--- config.mk ---
export PLATFORM = sky130hd
export DESIGN_NAME = spi_txn_arbiter_flat
export DESIGN_NICKNAME = d
export VERILOG_FILES = /design/src/rtl/spi_txn_arbiter_if.sv /design/src/rtl/spi_txn_arbiter.sv /design/src/flat_wrapper.sv
export SDC_FILE = /design/constraint.sdc
export NUM_CORES = 1
export LEC_CHECK = 0
export CAP_MARGIN = 10
export CORE_UTILIZATION = 35
export CTS_BUF_LIST = sky130_fd_sc_hd__clkbuf_4 sky130_fd_sc_hd__clkbuf_8
export DETAILED_ROUTE_END_ITERATION = 16
export PLACE_DENSITY = 0.65
export SLEW_MARGIN = 20
export SYNTH_ARGS = -nofsm -noshare
export SYNTH_HDL_FRONTEND = slang
export SYNTH_SLANG_ARGS = --single-unit
--- constraint.sdc ---
create_clock -name clk -period 2.06 [get_ports clk]
set_input_delay 0.206 -clock clk [delete_from_list [all_inputs] [get_ports clk]]
set_output_delay 0.206 -clock clk [all_outputs]
set_load 0.02 [all_outputs]
--- src/rtl/spi_txn_arbiter_if.sv ---
// -----------------------------------------------------------------------------
// spi_txn_arbiter_if
//   Bundles the two requester ports and the SPI byte-transmitter control port
//   served by spi_txn_arbiter.
//
//   Requester N (N = 0 init/config, N = 1 status/volume):
//     reqN, instN[7:0], rdwrN, addrN[7:0], wdatN[7:0]   requester -> arbiter
//     ackN, doneN, rdatN[7:0], errN                      arbiter -> requester
//   Transmitter:
//     tx_ready, tx_inst[7:0], tx_rdh_wrl,
//     tx_reg_addr[7:0], tx_dout[7:0]                     arbiter -> transmitter
//     tx_din[7:0], tx_din_valid, tx_csn                  transmitter -> arbiter
//   Status:
//     busy                                               arbiter -> system
//
//   Modports: slave = arbiter side, master = requesters/transmitter side.
// -----------------------------------------------------------------------------
interface spi_txn_arbiter_if;
    logic       req0;
    logic       req1;
    logic [7:0] inst0;
    logic [7:0] inst1;
    logic       rdwr0;
    logic       rdwr1;
    logic [7:0] addr0;
    logic [7:0] addr1;
    logic [7:0] wdat0;
    logic [7:0] wdat1;

    logic       ack0;
    logic       ack1;
    logic       done0;
    logic       done1;
    logic [7:0] rdat0;
    logic [7:0] rdat1;
    logic       err0;
    logic       err1;

    logic       tx_ready;
    logic [7:0] tx_inst;
    logic       tx_rdh_wrl;
    logic [7:0] tx_reg_addr;
    logic [7:0] tx_dout;
    logic [7:0] tx_din;
    logic       tx_din_valid;
    logic       tx_csn;

    logic       busy;

    modport slave (
        input  req0, req1, inst0, inst1, rdwr0, rdwr1,
               addr0, addr1, wdat0, wdat1,
               tx_din, tx_din_valid, tx_csn,
        output ack0, ack1, done0, done1, rdat0, rdat1, err0, err1,
               tx_ready, tx_inst, tx_rdh_wrl, tx_reg_addr, tx_dout,
               busy
    );

    modport master (
        output req0, req1, inst0, inst1, rdwr0, rdwr1,
               addr0, addr1, wdat0, wdat1,
               tx_din, tx_din_valid, tx_csn,
        input  ack0, ack1, done0, done1, rdat0, rdat1, err0, err1,
               tx_ready, tx_inst, tx_rdh_wrl, tx_reg_addr, tx_dout,
               busy
    );
endinterface

--- src/rtl/spi_txn_arbiter.sv ---
// -----------------------------------------------------------------------------
// spi_txn_arbiter
//   Round-robin arbiter and sequencer in front of the SPI byte transmitter used
//   for decoder register access. One instruction+address+data transaction is
//   run at a time; completion is taken from the SPI chip-select line returning
//   high, and read data or an error is reported back to the owning requester.
//
//   Parameters:
//     TIMEOUT_CYCLES  clk cycles allowed from tx_ready rise to tx_csn high
//     GAP_CYCLES      clk cycles tx_ready is held low between transactions (>=2)
//
//   Ports:
//     clk   system clock
//     rst   asynchronous reset, active high
//     bus   spi_txn_arbiter_if.slave (requester ports, transmitter port, busy)
// -----------------------------------------------------------------------------
module spi_txn_arbiter #(
    parameter int unsigned TIMEOUT_CYCLES = 1023,
    parameter int unsigned GAP_CYCLES     = 4
) (
    input  logic               clk,
    input  logic               rst,
    spi_txn_arbiter_if.slave   bus
);

    localparam int unsigned TW = $clog2(TIMEOUT_CYCLES + 1);
    localparam int unsigned GW = (GAP_CYCLES > 1) ? $clog2(GAP_CYCLES) : 1;
    localparam logic [TW-1:0] TIMER_MAX = TW'(TIMEOUT_CYCLES);
    localparam logic [GW-1:0] GAP_LAST  = GW'(GAP_CYCLES - 1);

    typedef enum logic [2:0] {
        S_IDLE,
        S_LOAD,
        S_START,
        S_RUN,
        S_FINISH,
        S_ABORT,
        S_GAP
    } state_e;

    state_e        state_q, state_d;
    // Port of the most recent grant; also identifies the owner of the
    // transaction in flight.
    logic          last_grant_q, last_grant_d;
    logic [7:0]    tx_inst_q, tx_inst_d;
    logic          tx_rdwr_q, tx_rdwr_d;
    logic [7:0]    tx_addr_q, tx_addr_d;
    logic [7:0]    tx_dout_q, tx_dout_d;
    logic [TW-1:0] timer_q, timer_d;
    logic [GW-1:0] gap_q, gap_d;
    logic          got_q, got_d;
    logic [7:0]    data_q, data_d;
    logic [7:0]    rdat0_q, rdat0_d;
    logic [7:0]    rdat1_q, rdat1_d;

    logic          grant_sel;
    logic          timer_exp;
    logic          got_now;
    logic [7:0]    data_now;

    // Tie goes to the port that did not win last time.
    always_comb begin
        if (bus.req0 && bus.req1) begin
            grant_sel = ~last_grant_q;
        end else begin
            grant_sel = bus.req1;
        end
    end

    assign timer_exp = (timer_q == TIMER_MAX);

    // A din_valid coinciding with the chip-select rise still counts as data.
    assign got_now  = got_q | bus.tx_din_valid;
    assign data_now = bus.tx_din_valid ? bus.tx_din : data_q;

    always_comb begin
        state_d      = state_q;
        last_grant_d = last_grant_q;
        tx_inst_d    = tx_inst_q;
        tx_rdwr_d    = tx_rdwr_q;
        tx_addr_d    = tx_addr_q;
        tx_dout_d    = tx_dout_q;
        timer_d      = timer_q;
        gap_d        = gap_q;
        got_d        = got_q;
        data_d       = data_q;
        rdat0_d      = rdat0_q;
        rdat1_d      = rdat1_q;

        case (state_q)
            S_IDLE: begin
                if (bus.req0 || bus.req1) begin
                    // Fields are captured here so they are already stable
                    // on the transmitter port while ack is shown in LOAD.
                    last_grant_d = grant_sel;
                    if (grant_sel) begin
                        tx_inst_d = bus.inst1;
                        tx_rdwr_d = bus.rdwr1;
                        tx_addr_d = bus.addr1;
                        tx_dout_d = bus.wdat1;
                    end else begin
                        tx_inst_d = bus.inst0;
                        tx_rdwr_d = bus.rdwr0;
                        tx_addr_d = bus.addr0;
                        tx_dout_d = bus.wdat0;
                    end
                    state_d = S_LOAD;
                end
            end

            S_LOAD: begin
                got_d   = 1'b0;
                timer_d = '0;
                state_d = S_START;
            end

            S_START: begin
                if (!timer_exp) begin
                    timer_d = timer_q + 1'b1;
                end
                if (!bus.tx_csn) begin
                    state_d = S_RUN;
                end else if (timer_exp) begin
                    state_d = S_ABORT;
                end
            end

            S_RUN: begin
                if (!timer_exp) begin
                    timer_d = timer_q + 1'b1;
                end
                if (bus.tx_din_valid) begin
                    data_d = bus.tx_din;
                    got_d  = 1'b1;
                end
                if (bus.tx_csn) begin
                    // rdat is updated on entry to FINISH so it is valid
                    // alongside the done pulse.
                    if (tx_rdwr_q && got_now) begin
                        if (last_grant_q) begin
                            rdat1_d = data_now;
                        end else begin
                            rdat0_d = data_now;
                        end
                    end
                    state_d = S_FINISH;
                end else if (timer_exp) begin
                    state_d = S_ABORT;
                end
            end

            S_FINISH: begin
                gap_d   = '0;
                state_d = S_GAP;
            end

            S_ABORT: begin
                gap_d   = '0;
                state_d = S_GAP;
            end

            S_GAP: begin
                gap_d = gap_q + 1'b1;
                if (gap_q == GAP_LAST) begin
                    state_d = S_IDLE;
                end
            end

            default: begin
                state_d = S_IDLE;
            end
        endcase
    end

    always_ff @(posedge clk or posedge rst) begin
        if (rst) begin
            state_q      <= S_IDLE;
            last_grant_q <= 1'b1;
            tx_inst_q    <= '0;
            tx_rdwr_q    <= 1'b0;
            tx_addr_q    <= '0;
            tx_dout_q    <= '0;
            timer_q      <= '0;
            gap_q        <= '0;
            got_q        <= 1'b0;
            data_q       <= '0;
            rdat0_q      <= '0;
            rdat1_q      <= '0;
        end else begin
            state_q      <= state_d;
            last_grant_q <= last_grant_d;
            tx_inst_q    <= tx_inst_d;
            tx_rdwr_q    <= tx_rdwr_d;
            tx_addr_q    <= tx_addr_d;
            tx_dout_q    <= tx_dout_d;
            timer_q      <= timer_d;
            gap_q        <= gap_d;
            got_q        <= got_d;
            data_q       <= data_d;
            rdat0_q      <= rdat0_d;
            rdat1_q      <= rdat1_d;
        end
    end

    // Handshake outputs are decoded from state, so they drop to zero in the
    // same cycle that reset is asserted.
    logic in_load;
    logic in_done;
    logic err_now;

    assign in_load = (state_q == S_LOAD);
    assign in_done = (state_q == S_FINISH) || (state_q == S_ABORT);
    assign err_now = (state_q == S_ABORT) ||
                     ((state_q == S_FINISH) && tx_rdwr_q && !got_q);

    assign bus.ack0        = in_load && !last_grant_q;
    assign bus.ack1        = in_load &&  last_grant_q;
    assign bus.done0       = in_done && !last_grant_q;
    assign bus.done1       = in_done &&  last_grant_q;
    assign bus.err0        = err_now && !last_grant_q;
    assign bus.err1        = err_now &&  last_grant_q;
    assign bus.rdat0       = rdat0_q;
    assign bus.rdat1       = rdat1_q;

    assign bus.tx_ready    = (state_q == S_START) || (state_q == S_RUN);
    assign bus.tx_inst     = tx_inst_q;
    assign bus.tx_rdh_wrl  = tx_rdwr_q;
    assign bus.tx_reg_addr = tx_addr_q;
    assign bus.tx_dout     = tx_dout_q;

    assign bus.busy        = (state_q != S_IDLE);

endmodule

--- src/flat_wrapper.sv ---
// flat-port wrapper written by rule: the top's interface ports become plain ports
module spi_txn_arbiter_flat 
#(
    parameter int unsigned TIMEOUT_CYCLES = 1023,
    parameter int unsigned GAP_CYCLES     = 4
)
  (clk, rst, bus_req0, bus_req1, bus_inst0, bus_inst1, bus_rdwr0, bus_rdwr1, bus_addr0, bus_addr1, bus_wdat0, bus_wdat1, bus_tx_din, bus_tx_din_valid, bus_tx_csn, bus_ack0, bus_ack1, bus_done0, bus_done1, bus_rdat0, bus_rdat1, bus_err0, bus_err1, bus_tx_ready, bus_tx_inst, bus_tx_rdh_wrl, bus_tx_reg_addr, bus_tx_dout, bus_busy);
  spi_txn_arbiter_if bus_i ();
  input  logic clk;
  input  logic rst;
  input wire logic [$bits(bus_i.req0)-1:0] bus_req0;
  input wire logic [$bits(bus_i.req1)-1:0] bus_req1;
  input wire logic [$bits(bus_i.inst0)-1:0] bus_inst0;
  input wire logic [$bits(bus_i.inst1)-1:0] bus_inst1;
  input wire logic [$bits(bus_i.rdwr0)-1:0] bus_rdwr0;
  input wire logic [$bits(bus_i.rdwr1)-1:0] bus_rdwr1;
  input wire logic [$bits(bus_i.addr0)-1:0] bus_addr0;
  input wire logic [$bits(bus_i.addr1)-1:0] bus_addr1;
  input wire logic [$bits(bus_i.wdat0)-1:0] bus_wdat0;
  input wire logic [$bits(bus_i.wdat1)-1:0] bus_wdat1;
  input wire logic [$bits(bus_i.tx_din)-1:0] bus_tx_din;
  input wire logic [$bits(bus_i.tx_din_valid)-1:0] bus_tx_din_valid;
  input wire logic [$bits(bus_i.tx_csn)-1:0] bus_tx_csn;
  output wire logic [$bits(bus_i.ack0)-1:0] bus_ack0;
  output wire logic [$bits(bus_i.ack1)-1:0] bus_ack1;
  output wire logic [$bits(bus_i.done0)-1:0] bus_done0;
  output wire logic [$bits(bus_i.done1)-1:0] bus_done1;
  output wire logic [$bits(bus_i.rdat0)-1:0] bus_rdat0;
  output wire logic [$bits(bus_i.rdat1)-1:0] bus_rdat1;
  output wire logic [$bits(bus_i.err0)-1:0] bus_err0;
  output wire logic [$bits(bus_i.err1)-1:0] bus_err1;
  output wire logic [$bits(bus_i.tx_ready)-1:0] bus_tx_ready;
  output wire logic [$bits(bus_i.tx_inst)-1:0] bus_tx_inst;
  output wire logic [$bits(bus_i.tx_rdh_wrl)-1:0] bus_tx_rdh_wrl;
  output wire logic [$bits(bus_i.tx_reg_addr)-1:0] bus_tx_reg_addr;
  output wire logic [$bits(bus_i.tx_dout)-1:0] bus_tx_dout;
  output wire logic [$bits(bus_i.busy)-1:0] bus_busy;
  assign bus_i.req0 = bus_req0;
  assign bus_i.req1 = bus_req1;
  assign bus_i.inst0 = bus_inst0;
  assign bus_i.inst1 = bus_inst1;
  assign bus_i.rdwr0 = bus_rdwr0;
  assign bus_i.rdwr1 = bus_rdwr1;
  assign bus_i.addr0 = bus_addr0;
  assign bus_i.addr1 = bus_addr1;
  assign bus_i.wdat0 = bus_wdat0;
  assign bus_i.wdat1 = bus_wdat1;
  assign bus_i.tx_din = bus_tx_din;
  assign bus_i.tx_din_valid = bus_tx_din_valid;
  assign bus_i.tx_csn = bus_tx_csn;
  assign bus_ack0 = bus_i.ack0;
  assign bus_ack1 = bus_i.ack1;
  assign bus_done0 = bus_i.done0;
  assign bus_done1 = bus_i.done1;
  assign bus_rdat0 = bus_i.rdat0;
  assign bus_rdat1 = bus_i.rdat1;
  assign bus_err0 = bus_i.err0;
  assign bus_err1 = bus_i.err1;
  assign bus_tx_ready = bus_i.tx_ready;
  assign bus_tx_inst = bus_i.tx_inst;
  assign bus_tx_rdh_wrl = bus_i.tx_rdh_wrl;
  assign bus_tx_reg_addr = bus_i.tx_reg_addr;
  assign bus_tx_dout = bus_i.tx_dout;
  assign bus_busy = bus_i.busy;
  spi_txn_arbiter #(.TIMEOUT_CYCLES(TIMEOUT_CYCLES), .GAP_CYCLES(GAP_CYCLES)) u_core (.clk(clk), .rst(rst), .bus(bus_i));
endmodule
==> impl_metrics.ini <==
[finish]
final_cell_mix = clkdlybuf4s50_1 (106), dfrtp_1 (65), nor2_1 (35), mux2_2 (32), a21oi_1 (30)
syn_to_final_growth_pct = 50.9
layout-drive-gt1-share_pct = 17.4
mostFrequentLayoutCell = clkdlybuf4s50_1
diodes = 0
fin_nets = 470

[setup_path]
cp-end-kind = output port
cp.arrival_ns = 1.72
rr_worst_depth = 6
crit_path_max_fanout = 5
crit_required_ns = 1.85
cp-endpoint = bus_tx_ready
cp-startpoint = u_core.state_q[2]
startpoint_type = flop
r2r_slack_ns = 0.29
r2r-end = u_core.bus.rdat0[6]
rr_startpoint = u_core.state_q[2]
setup.worst_path.class = reg -> out

[synthesis]
synth-edff-count = 0
netlist_area_mm2 = 0.00311
synth_warnings = 0
ys_types = 35
syn-num-nets = 347
async_flop_share_pct = 100
synth.avg_cell_area_um2 = 11.1
synth-seq-area-share_pct = 53.1
syn_inst = 281
ys_ff_latch = 66
ys.flop_type = dfrtp_1

[grt]
grtUsageMet2_pct = 28.7
grt_pass1_wl_mm = 12.3
grt_pass1_vias = 2546
grt-ovfl-total = 0
grt_max_degree = 43
top_usage_layer = met2
grt_usage_pct = 17.8
use_met1_pct = 21.4
antenna_found_initial = 0
met3_usage_pct = 6.40

[timing]
period_minus_slack_ns = 1.93
tightest_slew_ns = 0.533
drv_slew = 0
setup_viol = 0
hold_viol = 0
rsz0062_at_grt = false
fin_skew_ns = 0.0103
slew_headroom_pct = 64.5
max_freq_mhz = 519
post-route-period-util_pct = 93.6
finalSetupTns_ns = 0

[clock_tree]
cts_hold_buffers = 0
cts.clk_slew.worst_paths_ns = 0.07
ctsHtreeMaxLevel = 3
cts_tree = yes
clockRootBuffer = clkbuf_8
numCtsBuffers = 9
clkLatencyLatePin_ns = 0.34
cts_buffer_depth = 2
cts.sinks = 66

[die]
row_count = 34
dieWidth_um = 96.3
io_pins = 113
core-area_mm2 = 0.00868
start_util_pct = 35.9
dieArea_mm2 = 0.00928
die_h_um = 96.3

[status]
status = finished, final reports clean

[detailed_routing]
vias_per_cell = 4.96
wl_mm = 7.62
wl_per_cell_um = 14.7
routed-via-count = 2563
drt_iter0_markers = 73
ant_nets = 0
first_pass_iters = 4
drc = 0

[flow_run]
max-cap-violations = 0

[pwr]
p_leak_uw = 0.00206
fin_total_pwr_uw = 6480
p_per_area_mw_per_mm2 = 1380
vdd.ir_drop.worst_v = 0.000630

[placement]
gp_congestion = 0.780
dp_hpwl_mm = 5.59
io_buffers = 112

[hold_path]
hold_class = in -> async
[synthesized netlist by cell type, types with 5 or more instances]
master / n / area, µm²
a21oi_1: 30 / 150
buf_2: 7 / 35.0
clkbuf_1: 8 / 30.0
dfrtp_1: 65 / 1630
inv_1: 8 / 30.0
mux2_2: 32 / 360
mux2i_1: 26 / 260
nand2_1: 6 / 22.5
nand3_1: 9 / 45.0
nor2_1: 36 / 135
o211ai_1: 5 / 37.5
o21ai_0: 5 / 25.0
o31ai_1: 5 / 37.5
[worst min path at each step]
| stage | to | cells past startpoint | slack (ns) | from |
|---|---|---|---|---|
| 3_3_place_gp | u_core.timer_q[5] | 1 | 0.47 | u_core.timer_q[5] |
| 2_1_floorplan | u_core.last_grant_q | 1 | 0.28 | bus_req0 |
| 6_report | u_core.bus.tx_dout[1] | 3 | 0.24 | rst |
| 5_1_grt | u_core.bus.tx_dout[1] | 3 | 0.27 | rst |
| 4_1_cts | u_core.bus.tx_dout[1] | 3 | 0.25 | rst |
| 3_5_place_dp | u_core.data_q[6] | 1 | 0.49 | u_core.data_q[6] |
[logic make-up after synthesis]
family / after synthesis / synth area share (%)
flip-flops: 66 / 53.1
adder cells (fa/ha/maj): 2 / 0.803
AND/OR/NAND/NOR: 72 / 11.2
buffers and inverters: 24 / 3.17
AO/OA/AOI/OAI: 59 / 11.9
multiplexers: 58 / 19.9
[state kept, by name, summed over array words and instances (netlist names)]
register                cells
u_core.bus.rdat1            8
u_core.timer_q             10
u_core.bus.tx_rdh_wrl       1
u_core.bus.tx_inst          8
u_core.last_grant_q         1
u_core.bus.tx_reg_addr      8
u_core.data_q               8
u_core.bus.rdat0            8
u_core.state_q              3
u_core.bus.tx_dout          8
u_core.gap_q                2
u_core.got_q                1
[critical path, stage by stage (launching register included)]
cell and delay (ns):
dfrtp_1 0.39, nand2b_1 0.23, inv_2 0.15, clkdlybuf4s50_1 0.62
[where the power goes]
group / switching [µW] / internal [µW] / total [µW]
logic: 1500 / 1500 / 3010
registers: 399 / 1870 / 2270
clock network: 494 / 707 / 1200
total: 2400 / 4080 / 6480
[cell type report]
type	instances	area [µm²]
Timing Repair Buffer	127	1280
Inverter	9	33.8
Fill cell	801	3980
Sequential cell	66	1650
Multi-Input combinational cell	191	1380
Tap cell	108	135
Clock inverter	5	78.8
Clock buffer	11	139
[what timing repair did]
| action | 4_1_cts | 5_1_grt |
|---|---|---|
| buffers inserted | 2 | 0 |
| resized for setup | 2 | 4 |
| endpoints found under the setup margin | 3 | 4 |
[per-layer routing]
layer,vias up,wire [µm]
li1,1250,-
met1,1208,3360
met2,93,3480
met3,12,638
met4,0,146
met5,-,0
[through the flow]
stage	utilization, %	instance area [µm²]	hold WS (ns)	worst slack, ns	cells
after floorplan	-	3110	0.276	0.201	281
after global placement	51.4	4460	0.474	0.157	499
after detailed placement	51.4	4460	0.491	0.126	499
after CTS	54.0	4690	0.248	0.00365	517
after global routing	54.2	4700	0.270	0.0500	517
final	54.2	4700	0.243	0.133	517
No activity file was read; power rests on OpenSTA's default activity.
